===== src/rtl/uart_pkg.sv =====
// Shared types and line levels for the FIFO-fed UART transmitter.
//   uart_state_e : transmitter FSM states. PARITY is only entered when the
//                  design is built with UART_TX_PARITY_EN defined.
//   START_BIT    : line level of the start bit
//   STOP_BIT     : line level of the stop bit
//   IDLE_LINE    : line level while no frame is being sent
package uart_pkg;

  typedef enum logic [2:0] {
    IDLE,
    FETCH,
    LOAD,
    START,
    DATA,
    PARITY,
    STOP
  } uart_state_e;

  localparam logic START_BIT = 1'b0;
  localparam logic STOP_BIT  = 1'b1;
  localparam logic IDLE_LINE = 1'b1;

endpackage


===== src/rtl/uart_baud_tick.sv =====
// Baud-rate divider for the UART transmitter.
// Counts 0..CLKS_PER_BIT-1 and strobes bit_tick on the last cycle of each bit
// period. The counter restarts from zero whenever the FSM changes state, so
// every state begins on a fresh bit boundary.
// Ports:
//   clk      in  1      system clock, rising edge
//   reset    in  1      synchronous, active-high
//   clear    in  1      restart the bit period (asserted on a state change)
//   cnt      out CNT_W  current position inside the bit period
//   bit_tick out 1      high on the final cycle of a bit period
module uart_baud_tick #(
  parameter int CLKS_PER_BIT = 868,
  parameter int CNT_W        = $clog2(CLKS_PER_BIT)
) (
  input  logic             clk,
  input  logic             reset,
  input  logic             clear,
  output logic [CNT_W-1:0] cnt,
  output logic             bit_tick
);

  assign bit_tick = (cnt == CNT_W'(CLKS_PER_BIT - 1));

  always_ff @(posedge clk) begin
    if (reset || clear || bit_tick) begin
      cnt <= '0;
    end else begin
      cnt <= cnt + CNT_W'(1);
    end
  end

endmodule


===== src/rtl/fifo_uart_tx.sv =====
// FIFO-draining UART transmitter.
// Pops one byte from an upstream synchronous FIFO whenever it is non-empty
// (and enable is set while idle) and sends it as an 8N1 frame on tx, LSB first.
// Build option: define UART_TX_PARITY_EN to insert an even-parity bit between
// the data bits and the stop bit (8E1, 11 bit periods per frame).
// Ports:
//   clk        in  1       system clock, rising edge
//   reset      in  1       synchronous, active-high; aborts a frame in flight
//   enable     in  1       permits starting new frames; a started frame always completes
//   fifo_empty in  1       FIFO empty flag, only looked at while idle
//   fifo_rd_en out 1       one-cycle pop strobe per byte
//   fifo_data  in  DATA_W  FIFO read data, valid the cycle after fifo_rd_en
//   tx         out 1       serial line, idle high
//   busy       out 1       high from the pop cycle through the end of the stop bit
//   tx_done    out 1       one-cycle pulse on the last cycle of the stop bit
module fifo_uart_tx
  import uart_pkg::*;
#(
  parameter int CLKS_PER_BIT = 868,
  parameter int DATA_W       = 8
) (
  input  logic              clk,
  input  logic              reset,
  input  logic              enable,
  input  logic              fifo_empty,
  output logic              fifo_rd_en,
  input  logic [DATA_W-1:0] fifo_data,
  output logic              tx,
  output logic              busy,
  output logic              tx_done
);

  localparam int CNT_W = $clog2(CLKS_PER_BIT);
  localparam int BIT_W = (DATA_W > 1) ? $clog2(DATA_W) : 1;

  uart_state_e       state_q, state_n;
  logic [CNT_W-1:0]  cnt;
  logic              bit_tick;
  logic [BIT_W-1:0]  bit_cnt;
  logic              last_bit;
  logic [DATA_W-1:0] shift_q, shift_n;
  logic              tx_n;
`ifdef UART_TX_PARITY_EN
  logic              par_q;
`endif

  uart_baud_tick #(
    .CLKS_PER_BIT (CLKS_PER_BIT),
    .CNT_W        (CNT_W)
  ) u_baud (
    .clk      (clk),
    .reset    (reset),
    .clear    (state_n != state_q),
    .cnt      (cnt),
    .bit_tick (bit_tick)
  );

  assign last_bit = (bit_cnt == BIT_W'(DATA_W - 1));

  always_comb begin
    state_n = state_q;
    case (state_q)
      IDLE:   if (enable && !fifo_empty) state_n = FETCH;
      FETCH:  state_n = LOAD;
      LOAD:   state_n = START;
      START:  if (bit_tick) state_n = DATA;
      DATA: begin
        if (bit_tick && last_bit) begin
`ifdef UART_TX_PARITY_EN
          state_n = PARITY;
`else
          state_n = STOP;
`endif
        end
      end
      PARITY: if (bit_tick) state_n = STOP;
      STOP:   if (bit_tick) state_n = IDLE;
      default: state_n = IDLE;
    endcase
  end

  // Outputs are registered, so the line level is derived from the state and
  // shift contents the FSM will hold in the next cycle.
  always_comb begin
    shift_n = shift_q;
    if (state_q == LOAD) begin
      shift_n = fifo_data;
    end else if ((state_q == DATA) && bit_tick) begin
      shift_n = shift_q >> 1;
    end

    tx_n = IDLE_LINE;
    case (state_n)
      START:  tx_n = START_BIT;
      DATA:   tx_n = shift_n[0];
`ifdef UART_TX_PARITY_EN
      PARITY: tx_n = par_q;
`else
      PARITY: tx_n = STOP_BIT;
`endif
      STOP:   tx_n = STOP_BIT;
      default: tx_n = IDLE_LINE;
    endcase
  end

  always_ff @(posedge clk) begin
    if (reset) begin
      state_q    <= IDLE;
      fifo_rd_en <= 1'b0;
      busy       <= 1'b0;
      tx_done    <= 1'b0;
      tx         <= IDLE_LINE;
      bit_cnt    <= '0;
    end else begin
      state_q    <= state_n;
      fifo_rd_en <= (state_q == IDLE) && (state_n == FETCH);
      busy       <= (state_n != IDLE);
      // One cycle early so the registered pulse lands on the final stop cycle.
      tx_done    <= (state_q == STOP) && (cnt == CNT_W'(CLKS_PER_BIT - 2));
      tx         <= tx_n;
      if (state_q == DATA) begin
        if (bit_tick) begin
          bit_cnt <= last_bit ? '0 : bit_cnt + BIT_W'(1);
        end
      end else begin
        bit_cnt <= '0;
      end
    end
  end

  always_ff @(posedge clk) begin
    shift_q <= shift_n;
`ifdef UART_TX_PARITY_EN
    if (state_q == LOAD) begin
      par_q <= ^fifo_data;
    end
`endif
  end

endmodule


===== config.mk =====
export PLATFORM = sky130hd
export DESIGN_NAME = fifo_uart_tx
export DESIGN_NICKNAME = d
export VERILOG_FILES = /design/src/rtl/uart_pkg.sv /design/src/rtl/uart_baud_tick.sv /design/src/rtl/fifo_uart_tx.sv
export SDC_FILE = /design/constraint.sdc
export NUM_CORES = 1
export LEC_CHECK = 0
export ABC_AREA = 1
export BUFFER_PORTS_ARGS = -buffer_cell sky130_fd_sc_hd__clkbuf_2
export CAP_MARGIN = 30
export CORE_MARGIN = 1.5
export CORE_UTILIZATION = 25
export DETAILED_ROUTE_END_ITERATION = 8
export SYNTH_ARGS = -nofsm -noshare
export SYNTH_HDL_FRONTEND = slang
export SYNTH_SLANG_ARGS = --single-unit

===== constraint.sdc =====
create_clock -name clk -period 4.2 [get_ports clk]
set_clock_uncertainty 0.05 [all_clocks]
set_input_delay 1.05 -clock clk [delete_from_list [all_inputs] [get_ports clk]]
set_output_delay 1.05 -clock clk [all_outputs]
set_load 0.05 [all_outputs]

After elaboration in Yosys (flattened, before gate mapping)
Index checks and enable logic that the tools add are counted.
{ "totals": {"wordCells": 47, "out_inout_bits": 4, "in_bits": 12, "ff_bits": 28} }
{ "op_classes": {"eq_ne": 13, "reduce_logical": 12, "muxes": 10, "bitwise_logic": 1, "addsub": 2} }
{ "op_table": {"columns": ["cell", "n"], "rows": [
  ["one-hot mux 3 bit (7 select lines)", 1],
  ["== test 10 bit (second input constant)", 2],
  ["2-to-1 mux 3 bit", 6],
  ["2-to-1 mux 8 bit", 2],
  ["== test 3 bit (second input constant)", 5],
  ["adder 10 x 1 -> 10 bit (second input constant)", 1],
  ["== test 3 x 2 -> 1 bit (second input constant)", 3],
  ["== test 3 x 1 -> 1 bit (second input constant)", 2],
  ["logical AND 1 bit", 5],
  ["adder 3 x 1 -> 3 bit (second input constant)", 1],
  ["logical NOT 3 bit", 1],
  ["!= test 3 bit", 1],
  ["nonzero test 3 bit", 1],
  ["logical OR 1 bit", 2],
  ["one-hot mux 1 bit (2 select lines)", 1],
  ["nonzero test 2 bit", 1],
  ["OR reduction 2 bit", 1],
  ["logical NOT 1 bit", 1],
  ["NOT 1 bit", 1]
]} }

Depth between registers and ports, before layout
Gate-level depths: netlist of the first run.
{ "logic_depth": {"depth_word": 7, "mapped_depth": 12, "depth_no_buf": 12} }

Cells and area by module
Synthesis of the first run repeated with hierarchy kept, for this count alone.
{ "hier_totals": {"hier_cells": 172, "area_unflattened_um2": 1400.1} }
{ "by_module_without_submodules": {"columns": ["mod", "seq_area_each_um2", "cells_each", "area_per_inst_um2", "instances"], "rows": [
  ["fifo_uart_tx", 430.4, 109, 912.1, 1],
  ["uart_baud_tick", 200.2, 63, 488.0, 1]
]} }

Worst setup path after synthesis of the first run
OpenSTA, ideal clock, no wires.
{ "synth_path": {"path_kind": "in2reg", "startpoint": "input port enable", "endpoint": "register u_baud.cnt[2]", "t_arrival_ns": 1.865, "path_slack_ns": 2.165, "setup_ns": 0.120, "t_required_ns": 4.030, "stages": 8, "path_buffers": 0, "cell_sequence": "inv_1 -> nor2_1 -> o211ai_1 -> nand2_1 -> inv_2 -> nand2_2 -> nand2_4 -> nor3_2"} }
{ "synth_between": {"elab_chain_len": 6} }
{ "synth_lines": {"columns": ["element", "line_no", "rtl"], "rows": [
  ["start, declared", "fifo_uart_tx.sv:24", "input logic enable,"],
  ["logical AND 1 bit", "fifo_uart_tx.sv:63", "IDLE: if (enable && !fifo_empty) state_n = FETCH;"],
  ["2-to-1 mux 3 bit", "fifo_uart_tx.sv:63", null],
  ["one-hot mux 3 bit (7 select lines)", "fifo_uart_tx.sv:62", "case (state_q)"],
  ["!= test 3 bit", "fifo_uart_tx.sv:53", ".clear (state_n != state_q),"],
  ["logical OR 1 bit (2 in a row)", "uart_baud_tick.sv:25", "if (reset || clear || bit_tick) begin"],
  ["end signal, assigned", "uart_baud_tick.sv:28", "cnt <= cnt + CNT_W'(1);"],
  ["end, declared", "uart_baud_tick.sv:18", "output logic [CNT_W-1:0] cnt,"]
]} }
Every way passes these cells.
A chain may end at the register's enable or synchronous reset.

Worst setup path in the final report of the first run
{ "layout_path": {"startpoint": "register tx_done", "endpoint": "output port tx_done"} }
{ "layout_lines": {"columns": ["element", "line_no", "rtl"], "rows": [
  ["start, declared", "fifo_uart_tx.sv:30", "output logic tx_done"],
  ["start signal, assigned", "fifo_uart_tx.sv:119", "tx_done <= (state_q == STOP) && (cnt == CNT_W'(CLKS_PER_BIT - 2));"]
]} }
No word-level cell between the ends.

==> flow_metrics.py, run 1 <==
metrics = {
    "placement": {
        "dp_cells": 256,
        "port_buffers": 15,
        "place_hpwl_um": 1965,
        "gp_congestion": 0.8437,
        "place_area_um2": 1600,
    },
    "synth": {
        "ys_warn_count": 0,
        "syn_area_per_cell_um2": 8.492,
        "synth_area_leader_cell": "dfxtp_1",
        "synth_area_um2": 1435,
        "synth-seq-area-share_pct": 43.94,
        "ys_ff_latch": 28,
        "yosys.area.top_type_share_pct": 29.29,
        "netlist_instances": 169,
        "netlist_top_cells_area": "dfxtp_1, edfxtp_1, nand2_1, nor3_2, inv_1",
        "synth_cell_type_count": 24,
        "syn_nets": 185,
    },
    "setup_path": {
        "cp_slowest_stage_delay_ps": 330,
        "slowest_stage": "dfxtp_1",
        "crit_arrival_ps": 860,
        "crit_fanout": 1,
        "cpLargestDelayFamily": "flip-flops",
        "worst-path-buf-inv": 1,
        "endpoint_kind": "output pin",
        "worstPathRequired_ps": 3100,
        "cp.depth": 1,
        "start_kind": "flop",
        "r2r_cells": 5,
        "crit_chain": "clkbuf_2",
        "crit_type": "reg2out",
        "r2r_slack_ps": 2390,
    },
    "grt": {
        "grt_max_degree": 16,
        "groute.usage.overall_pct": 8.965,
        "overflow": 0,
        "grt_pass1_vias": 999,
        "antenna_found_initial": 0,
        "grt_pass1_wl_um": 4333,
    },
    "layout": {
        "final_layout_size_suffix_gt1_share_pct": 24.47,
        "area_growth_pct": 14.65,
        "layout_common_cells": "nand2_1, dfxtp_1, inv_1",
        "nNetsFinal": 205,
        "stdcell_count": 260,
        "nFillCells": 576,
        "final_util_pct": 29.88,
        "finish.instance_area_um2": 1645,
        "layout_commonest_cell": "nand2_1",
        "diodes": 0,
    },
    "sta": {
        "grt_setup_unrepaired": "false",
        "fin_crit_sh_pct": 46.74,
        "tightestPinTransition_ps": 508.9,
        "drv_slew": 0,
        "tns_ps": 0,
        "setup_viol": 0,
        "max_clock_freq_ghz": 0.5094,
        "finalHoldViolations": 0,
        "slew_headroom_pct": 65.89,
        "period_needed_ps": 1963,
    },
    "floorplan": {
        "die_h_um": 78.77,
        "core_area_um2": 5507,
        "initial_core_util_pct": 26.06,
        "pin_count": 16,
        "row_count": 27,
        "dieArea_um2": 6204,
        "dieWidth_um": 78.77,
    },
    "drt": {
        "viasPerCell": 4.162,
        "met1_length_um": 1319,
        "drt-initial-drc-count": 76,
        "vias": 1082,
        "wire_per_inst_um": 9.812,
        "wirelength_um": 2551,
        "drc": 0,
        "top_layer_used": "met4",
        "wl_met2_um": 1114,
        "antenna_left": 0,
        "dr.pass1.iters": 6,
        "route.met3.wl_um": 93,
    },
    "pwr": {
        "p_leak_nw": 0.6990,
        "power.switching_mw": 0.1783,
        "peakVddDrop_v": 0.0001428,
        "finalPower_mw": 0.5772,
        "swShare_pct": 30.89,
        "seq_power_share_pct": 54.3,
        "clkPwrFrac_pct": 25.4,
        "power.internal_mw": 0.3989,
        "pwr-share-comb_pct": 20.3,
        "power_density_nw_per_um2": 350.8,
    },
    "clock_tree": {
        "cts_max_level": 1,
        "clock-sinks": 28,
        "clkLatencyLatePin_ps": 270,
        "cts-root-buf": "clkbuf_8",
        "cts_made_buffers": 3,
        "hold_buffers": 0,
        "cts_buffer_depth": 2,
        "cts_setup_buffers": 0,
        "cts_tree": "done",
        "cts_resized": 0,
        "path_clk_slew_ps": 90,
    },
    "worst_hold_path": {
        "hold_class": "reg2reg",
        "whs_path_depth": 2,
    },
    "status": {
        "status": "finished clean",
    },
    "run": {
        "max-cap-violations": 0,
    },
}
## per-stage QoR
stage / worst slack (ps) / hold slack, ps
floorplan: 2165 / 397.3
global placement: 2000 / 411.6
detailed placement: 1959 / 413.8
CTS: 2219 / 427.3
global route: 2182 / 462.4
finish: 2237 / 426.5
## state kept, by name, summed over array words and instances (netlist names)
name and count:
bit_cnt 3, busy 1, fifo_rd_en 1, shift_q 8
state_q 3, tx 1, tx_done 1, u_baud.cnt 10
## cell usage after synthesis (all sizes together)
library cell / instances
edfxtp: 7
or2: 1
inv: 26
a21oi: 5
nor3: 14
dfxtp: 21
o21ai: 7
nand2: 42
o211ai: 1
xor2: 4
nand4: 3
xnor2: 3
nand3: 15
ha: 4
nand3b: 1
nor4: 1
nor2: 14
## metal layers
metal  GRT usage [%]  vias up
met5               0        -
met4           3.214        0
met3           2.759        4
met2           13.79       17
met1           11.79      471
li1                -      590
## area by class of cell
cell class              count  area, µm²  share of cell area [%]
multi-input cells         115      706.9                   42.97
flip-flops and latches     28      630.6                   38.33
inverters                  26      97.59                   5.932
well taps                  72      90.09                   5.475
repair buffers             15      75.07                   4.563
clock buffers               3      41.29                   2.510
clock inverters             1      3.754                  0.2281
## path summary, 6_finish.rpt
check,startpoint,endpoint
max,tx_done,tx_done
min,bit_cnt[1],bit_cnt[1]
max reg2reg,u_baud.cnt[0],shift_q[3]
min reg2reg,bit_cnt[1],bit_cnt[1]
## power groups by stage
stage	combinational [mW]	clock [mW]	sequential [mW]
floorplan	0.0772	0	0.332
finish	0.117	0.147	0.314
detailed placement	0.119	0	0.320
CTS	0.120	0.153	0.314
global placement	0.119	0	0.320
global route	0.131	0.167	0.316
## kinds of logic after synthesis
logic type	share of synthesized area (%)
AND/OR/NAND/NOR	36.79
flip-flops	43.94
buffers and inverters	6.800
AO/OA/AOI/OAI	4.708
XOR/XNOR	4.272
adder cells (fa/ha/maj)	3.487
No activity file was read; power rests on OpenSTA's default activity.
==> run 2: changes to the inputs <==
- clock period: 4.2 -> 1.8 ns (I/O delays scaled with it)
==> flow_metrics.py, run 2 (synthesized netlist as in run 1, its figures left out) <==
metrics = {
    "status": {
        "status": "finished clean",
    },
    "floorplan": {
        "core_area_um2": 5507,
        "initial_core_util_pct": 26.06,
        "row_count": 27,
        "dieArea_um2": 6204,
        "pin_count": 16,
        "dieWidth_um": 78.77,
        "die_h_um": 78.77,
    },
    "layout": {
        "area_growth_pct": 20.31,
        "final_layout_size_suffix_gt1_share_pct": 28.72,
        "nNetsFinal": 212,
        "nFillCells": 578,
        "diodes": 0,
        "stdcell_count": 267,
        "regMostFlops": "u_baud.cnt",
        "largest_reg_flops": 10,
        "layout_commonest_cell": "nand2_1",
        "top_regs": "u_baud.cnt: 10 flops, shift_q: 8 flops",
        "layout_common_cells": "nand2_1, dfxtp_1, inv_1",
    },
    "sta": {
        "max_clock_freq_ghz": 0.5827,
        "slew_headroom_pct": 77.42,
        "drv_slew": 0,
        "fin_crit_sh_pct": 95.34,
        "tns_ps": 0,
        "tightestPinTransition_ps": 337.4,
        "setup_viol": 0,
        "period_needed_ps": 1716,
        "finalHoldViolations": 0,
    },
    "drt": {
        "antenna_left": 0,
        "drc": 0,
        "wirelength_um": 2922,
        "dr.pass1.iters": 4,
        "vias": 1157,
        "viasPerCell": 4.333,
        "drt-initial-drc-count": 82,
        "wire_per_inst_um": 10.94,
    },
    "run": {
        "max-cap-violations": 0,
    },
    "clock_tree": {
        "cts-root-buf": "clkbuf_8",
        "cts_max_level": 1,
        "path_clk_slew_ps": 90,
        "cts_made_buffers": 3,
        "cts_buffer_depth": 2,
        "clock-sinks": 28,
        "cts_tree": "done",
        "clkLatencyLatePin_ps": 270,
    },
    "grt": {
        "groute.usage.overall_pct": 10.03,
        "grt_pass1_wl_um": 4968,
        "antenna_found_initial": 0,
        "overflow": 0,
        "grt_max_degree": 16,
        "grt_pass1_vias": 1125,
    },
    "placement": {
        "place_hpwl_um": 2043,
        "dp_cells": 262,
        "gp_congestion": 0.8402,
        "port_buffers": 15,
    },
    "setup_path": {
        "worstPathRequired_ps": 1920,
        "crit_fanout": 10,
        "crit_type": "reg2reg",
        "start_kind": "flop",
        "crit_arrival_ps": 1830,
        "endpoint_kind": "flop",
        "r2r_slack_ps": 80,
    },
    "pwr": {
        "peakVddDrop_v": 0.0003611,
        "p_leak_nw": 0.7344,
        "power_density_nw_per_um2": 811.6,
    },
    "worst_hold_path": {
        "hold_class": "in2reg",
    },
}
run 2: power breakdown:
part           leakage (nW)  switching (mW)  internal (mW)
clock network        0.0231           0.191          0.153
logic                 0.475           0.222         0.0977
registers             0.236          0.0370          0.701
total                 0.734           0.450          0.952
run 2: repair_timing:
action / in CTS / in global routing
setup endpoints to repair: 0 / 18
resized for setup: 0 / 6
hold buffers: 0 / 0
setup buffers: 0 / 0
run 2: layer usage:
| layer | wire length, µm | global-route usage [%] | vias up |
|---|---|---|---|
| met3 | 117 | 2.529 | 5 |
| met4 | 37 | 3.214 | 0 |
| met1 | 1379 | 13.35 | 526 |
| met2 | 1388 | 15.86 | 21 |
| met5 | 0 | 0 | - |
| li1 | - | - | 605 |
run 2: final cells by class:
type / instances / area, µm² / area share [%]
Clock buffer: 3 / 41.29 / 2.391
Clock inverter: 1 / 3.754 / 0.2174
Inverter: 26 / 97.59 / 5.652
Multi-Input combinational cell: 116 / 743.2 / 43.04
Sequential cell: 28 / 630.6 / 36.52
Tap cell: 72 / 90.09 / 5.217
Timing Repair Buffer: 21 / 120.1 / 6.956
run 2: path summary, 6_finish.rpt:
path / from / to / depth (start not counted)
setup / recovery: u_baud.cnt[0] / u_baud.cnt[6] / 10
hold / removal: reset / state_q[0] / 2
setup reg to reg: u_baud.cnt[0] / u_baud.cnt[6] / 10
hold reg to reg: bit_cnt[2] / bit_cnt[2] / 2
run 2: worst max-delay path, stage by stage, from the launching register on:
cell and delay [ps]:
dfxtp_1 450, ha_4 210, nand2_4 70, nor2_8 120, nand2_4 100, nand2_1 70
nand2_1 100, inv_2 120, nand2_2 100, nand2_8 150, nor3_2 50
run 2: metrics by stage:
stage	util, %	cell area, µm²	total power [mW]	worst slack [ps]	hold slack, ps
5_1_grt	31.36	1727	1.486	-40.06	385.1
3_3_place_gp	29.88	1645	1.037	56.58	415.3
3_5_place_dp	29.88	1645	1.038	65.67	419.0
2_1_floorplan	-	1435	0.9547	219.0	397.3
4_1_cts	30.70	1690	1.385	41.32	380.1
6_report	31.36	1727	1.401	83.82	394.6
